**config.mk**
```make
export PLATFORM = sky130hd
export DESIGN_NAME = branch_resolve_unit
export DESIGN_NICKNAME = d
export VERILOG_FILES = /design/src/rtl/branch_resolve_unit.sv
export SDC_FILE = /design/constraint.sdc
export NUM_CORES = 1
export LEC_CHECK = 0
export ABC_CLOCK_PERIOD_IN_PS = 2060
export BUFFER_PORTS_ARGS = -buffer_cell sky130_fd_sc_hd__buf_4
export CORE_MARGIN = 2
export CORE_UTILIZATION = 43
export CTS_CLUSTER_DIAMETER = 30
export DETAILED_ROUTE_END_ITERATION = 16
export HOLD_SLACK_MARGIN = 0.15
export PLACE_DENSITY = 0.74
export REMOVE_ABC_BUFFERS = 1
export SYNTH_ARGS = -nofsm -noshare
export SYNTH_HDL_FRONTEND = slang
export SYNTH_SLANG_ARGS = --single-unit
```
**constraint.sdc**
```tcl
create_clock -name clk -period 2.06 [get_ports clk]
set_input_delay 0 -clock clk [delete_from_list [all_inputs] [get_ports clk]]
set_output_delay 0 -clock clk [all_outputs]
set_load 0.005 [all_outputs]
```
**src/rtl/branch_resolve_unit.sv**
```systemverilog
// Branch resolve unit: captures ALU flags and evaluates branch conditions against them.
// Taken branches produce a registered redirect to fetch over a valid/ready handshake.
module branch_resolve_unit #(
  parameter int ADDR_W = 16,
  parameter int CNT_W  = 16
) (
  input  logic              clk,
  input  logic              rst,
  input  logic              flag_we,
  input  logic              flag_zero,
  input  logic              flag_sign,
  input  logic              flag_overflow,
  input  logic              br_valid,
  output logic              br_ready,
  input  logic [2:0]        br_cond,
  input  logic [ADDR_W-1:0] br_target,
  output logic              redirect_valid,
  input  logic              redirect_ready,
  output logic [ADDR_W-1:0] redirect_addr,
  output logic [2:0]        flags_q,
  output logic [CNT_W-1:0]  taken_cnt
);

  // state    | meaning
  // IDLE     | ready to accept and evaluate a branch
  // REDIRECT | taken branch's redirect held until fetch accepts it
  typedef enum logic {IDLE, REDIRECT} state_t;

  state_t     state, state_nxt;
  logic [2:0] flags_eff;
  logic       cond_met;
  logic       take;

  // A flag write in the same cycle as a branch is visible to that branch.
  assign flags_eff = flag_we ? {flag_overflow, flag_sign, flag_zero} : flags_q;

  always_comb begin
    cond_met = 1'b0;
    case (br_cond)
      3'd0: cond_met = 1'b1;
      3'd1: cond_met = flags_eff[0];
      3'd2: cond_met = ~flags_eff[0];
      3'd3: cond_met = flags_eff[1] ^ flags_eff[2];
      3'd4: cond_met = ~(flags_eff[1] ^ flags_eff[2]);
      3'd5: cond_met = flags_eff[2];
      3'd6: cond_met = flags_eff[1];
      3'd7: cond_met = 1'b0;
      default: cond_met = 1'b0;
    endcase
  end

  always_comb begin
    state_nxt = state;
    take      = 1'b0;
    case (state)
      IDLE: begin
        if (br_valid && cond_met) begin
          take      = 1'b1;
          state_nxt = REDIRECT;
        end
      end
      REDIRECT: begin
        if (redirect_ready) state_nxt = IDLE;
      end
      default: state_nxt = IDLE;
    endcase
  end

  assign br_ready       = (state == IDLE);
  assign redirect_valid = (state == REDIRECT);

  always_ff @(posedge clk or posedge rst) begin
    if (rst) begin
      flags_q <= 3'b000;
    end else if (flag_we) begin
      flags_q <= {flag_overflow, flag_sign, flag_zero};
    end
  end

  always_ff @(posedge clk or posedge rst) begin
    if (rst) begin
      state         <= IDLE;
      redirect_addr <= '0;
      taken_cnt     <= '0;
    end else begin
      state <= state_nxt;
      if (take) begin
        redirect_addr <= br_target;
        if (taken_cnt != {CNT_W{1'b1}}) taken_cnt <= taken_cnt + CNT_W'(1);
      end
    end
  end

endmodule

```
=== Word level (Yosys, flattened, before mapping) ===
Index checks and enable logic that the tools add are counted.
Widths: inputs -> output; s select.

* Input port bits: 27
* Output and inout bits: 37
* Word-level logic and storage cells: 26
* Bits in registers: 36

* Mux-type cells: 6
* Reductions and logical operators: 3
* Equal/unequal tests: 8
* Add/subtract/negate cells: 1
* Bitwise operators: 4

{| class="wikitable"
|+ Operator list
! kind !! number
|-
| $add 16x1->16 const B || 1
|-
| $ne 16x16->1 const B || 1
|-
| $eq 3x3->1 const B || 4
|-
| $pmux 1 s8 || 1
|-
| $eq 3x2->1 const B || 2
|-
| $eq 3x1->1 const B || 1
|-
| $logic_not 3->1 || 1
|-
| $mux 1 || 3
|-
| $mux 3 || 1
|-
| $not 1->1 || 3
|-
| $pmux 1 s2 || 1
|-
| $reduce_and 2->1 || 1
|-
| $logic_and 1x1->1 || 1
|-
| $xor 1x1->1 || 1
|}

=== Longest topological paths before layout ===
* Depth in word-level cells: 8
* Depth in mapped cells: 8
* Depth with buffers taken out: 6

=== Least setup slack after synthesis ===
OpenSTA, ideal clock, no wires.

* Path kind: flip-flop to flip-flop
* Start point: reg flags_q[0]
* End point: reg redirect_addr[0]
* Clock period less this slack: 2.060 ns
* Setup time: 0.125 ns
* Slack: 0.000 ns
* Required time: 1.935 ns
* Cell stages (with the launch flop): 7
* Arrival time: 1.936 ns
* Path buffers: 1
* Path through: dfrtp_1 mux2i_1 mux2i_1 o2111ai_1 nor4_4 buf_6 mux2_2

* Cells in the longest elaborated chain, start to end: 6

{| class="wikitable"
|+ Ends and longest elaborated chain
! item !! line !! RTL
|-
| from (decl) || 20 || <nowiki>output logic [2:0] flags_q,</nowiki>
|-
| from (signal assigned) || 76 || <nowiki>flags_q <= {flag_overflow, flag_sign, flag_zero};</nowiki>
|-
| $mux 3 * || n/a ||
|-
| $not 1->1 || 42 || <nowiki>3'd2: cond_met = ~flags_eff[0];</nowiki>
|-
| $pmux 1 s8 * || 39 || <nowiki>case (br_cond)</nowiki>
|-
| $logic_and 1x1->1 * || 57 || <nowiki>if (br_valid && cond_met) begin</nowiki>
|-
| $mux 1 * || 57 ||
|-
| $mux 1 * || 55 || <nowiki>case (state)</nowiki>
|-
| to (signal assigned) || 88 || <nowiki>redirect_addr <= br_target;</nowiki>
|-
| to (decl) || 19 || <nowiki>output logic [ADDR_W-1:0] redirect_addr,</nowiki>
|}

Every way passes the cells marked *; elsewhere a longest branch is shown, timed or not.
A chain may end at the register's enable or synchronous reset.

=== Final worst setup path ===
* Start point: reg flags_q[0]
* End point: reg redirect_addr[15]

The elaborated chain is that of the path after synthesis.

==> results.tsv <==
stage	metric	value	unit
status	status	finished with violations	
status	violated checks	negative setup slack	
clock_tree	Sink Count	36	
sta	crit share post-route	1.022	
power	switching power	0.0006904	W
sta	Slew Limit Fails	0	
critical_path	WP buf/inv	2	
layout	most common cell after layout, fill and taps aside	buf_4	
clock_tree	Worst-path clk slew	70	ps
sta	RSZ-0062 raised after global routing	yes	
yosys	register area share after synthesis	0.5401	
clock_tree	H-tree Lvls	2	
critical_path	Req. time, crit path	2230	ps
sta	maximum clock rate	474.8	MHz
critical_path	WP depth	7	
floorplanning	row cnt	22	
power	Comb pwr share	0.353	
global_routing	initial antenna violation count	0	
floorplanning	die span in x	66.28	um
placed_design	PortBufs	63	
yosys	count of different cell masters after synthesis	31	
critical_path	critical path class	reg2reg	
critical_path	delay-heaviest family, CP	multiplexers	
yosys	top post-synthesis cells by area	dfrtp_1, mux2_2, xnor2_1	
routing	TritonRoute pass-1 iters	4	
layout	Fill cells	251	
yosys	top cell type's share of synthesized area	0.5401	
yosys	ys async rst share	1.000	
yosys	post-synthesis cell area	1668	um2
global_routing	largest net degree at the start of global routing	37	
floorplanning	Die ar.	4393	um2
critical_path	startpoint types	flip-flop	
critical_path	worst endpoint data arrival time	2280	ps
routing	drt wl/cell	15.04	um
critical_path	Critical Path, Cell by Cell	mux2i_2 -> mux2i_1 -> o2111ai_2 -> nor4_4 -> buf_4 -> buf_6 -> mux2_2	
placed_design	Post-DP Area	2212	um2
sta	Max-slew headroom	0.7008	
yosys	FF+latch count, synth	36	
sta	setup violators final	16	
global_routing	total grt overflow	0	
floorplanning	Chip Height	66.28	um
layout	antenna cells	0	
routing	Post-Route WL	4271	um
clock_tree	Clock Tree Root	clkbuf_8	
power	sw frac	0.2948	
clock_tree	CTS max path bufs	2	
floorplanning	Initial Util	0.4522	
yosys	leading area contributor after synthesis	dfrtp_1	
routing	via/cell ratio	5.060	
job	max_cap viols	0	
layout	layout cells sized above 1	0.4534	
clock_tree	CTS tree	yes	
clock_tree	Num CTS Buffers	5	
sta	Final Hold Fails	0	
hold_path	Hold WC Path Type	in2async	
routing	via count	1437	
sta	Final min period	2106	ps
placed_design	Final HPWL DP	2714	um
sta	hold slack	358.7	ps
power	internal power	0.001652	W
sta	setup TNS	-405.6	ps
critical_path	worst-path maximum fanout	13	
power	PwrDens	891.5	nW/um2
clock_tree	Clock Latency Late Sink	290	ps
yosys	Cells after Synth	136	
critical_path	Crit path largest cell delay	390	ps
placed_design	GP Congestion	0.7665	
critical_path	Worst R2R Path Depth	7	
sta	Fin Clk Skew	3.758	ps
routing	Detailed Route Iter0 Violations	50	
routing	antenna-violating nets left	0	
sta	final setup margin	-46.08	ps
yosys	EDFF count, synth	0	
power	Flop pwr share	0.435	
global_routing	GR Util All Layers	0.1959	
critical_path	element type at the critical path end	flip-flop	
global_routing	number of global-route vias before repair	1498	
yosys	dominant synthesized flop cell	dfrtp_1	
sta	Worst Tran Pin Value	448.8	ps
layout	layout overhead on the synthesized area	57.54	%
power	Pleak	1.226	nW
power	peak supply drop	0.6317	mV
yosys	synth warn	0	
floorplanning	Ports	64	
global_routing	first-pass GRT wire length	6506	um
layout	Design Area, Final	2628	um2
power	Clock Power Share	0.212	
layout	nets@finish	263	
yosys	Mean Syn Cell Area	12.26	um2
critical_path	Slowest-stage cell, CP	dfrtp_1	
layout	commonest cells after routing, fill and taps aside	buf_4, dfrtp_1, dlygate4sd3_1	
routing	residual DRC count	0	
floorplanning	Core Footprint	3689	um2
## synth_stat cells (2+ instances only)
library cell and count:
a21oi_1 3, and3_1 5, buf_6 4, dfrtp_1 36
inv_1 5, mux2_2 16, mux2i_1 4, nand2_1 9
nand2b_1 2, nand3_1 7, nand4_1 6, nand4b_1 2
nor2_1 4, nor3b_1 3, xnor2_1 14
## repair_timing
item,in CTS,in global routing
setup endpoints to repair,13,26
gates cloned,0,2
pin swaps,1,2
hold buffers,24,0
buffers inserted,0,2
resized for setup,1,7
hold endpoints to repair,56,0
## cell families (layout without fill, tap and decap cells)
group / count (synthesis) / count (layout) / synth area share
AOI/OAI and AO/OA: 7 / 7 / 0.02776
xor gates and xnor gates: 14 / 14 / 0.07352
adders and majority gates: 1 / 1 / 0.007501
buffers and inverters: 11 / 111 / 0.04351
DFF: 36 / 36 / 0.5401
muxes: 21 / 21 / 0.1388
and+or+nand+nor: 46 / 46 / 0.1688
## registers in the layout, summed over array words and instances, names as in the netlist
| signal | flops |
|---|---|
| flags_q | 3 |
| redirect_valid | 1 |
| redirect_addr | 16 |
| taken_cnt | 16 |
## tightest hold or removal path, delay by kind of cell
kind	cells	cell delay [ps]
buf+inv	4	1080
## per-stage QoR
step	util	total power, W	setup WS, ps	instances
after floorplan	-	0.001298	-574.1	130
after global placement	0.5997	0.001704	-11.41	248
after detailed placement	0.5997	0.001745	-74.48	248
after CTS	0.6896	0.002279	18.42	280
after global routing	0.7123	0.002479	-156.9	284
final	0.7123	0.002342	-46.08	284
## per-layer routing
layer  vias up  global-route usage  part of all wire
met4         0             0.09184             0.026
li1        670                   -                 -
met3        12             0.04770             0.059
met5         -                   0                 0
met1       697              0.2132              0.37
met2        58              0.3538              0.54
## layout make-up
class | count | area [um2] | area share
multi-input cells | 89 | 726.9 | 0.2767
repair buffers | 98 | 833.3 | 0.3171
flip-flops and latches | 36 | 900.9 | 0.3429
clock buffers | 5 | 68.82 | 0.02619
inverters | 5 | 18.77 | 0.007143
well taps | 48 | 60.06 | 0.02286
clock inverters | 3 | 18.77 | 0.007143
## final timing paths
kind / start / to / slack [ps]
setup / recovery: flags_q[0] / redirect_addr[15] / -50
hold / removal: rst / redirect_valid / 360
setup reg to reg: flags_q[0] / redirect_addr[15] / -50
hold reg to reg: taken_cnt[15] / taken_cnt[15] / 500
max in group asynchronous: rst / redirect_addr[3] / 1380
min in group clk: redirect_ready / redirect_valid / 430
## power groups by stage
stage               logic, W  clock network (W)  registers [W]
CTS                 0.000763           0.000502        0.00101
detailed placement  0.000724                  0        0.00102
global placement    0.000694                  0        0.00101
floorplan           0.000273                  0        0.00103
finish              0.000827           0.000497        0.00102
global route        0.000903           0.000536        0.00104
Note: power is estimated with default switching activity, not from simulation.
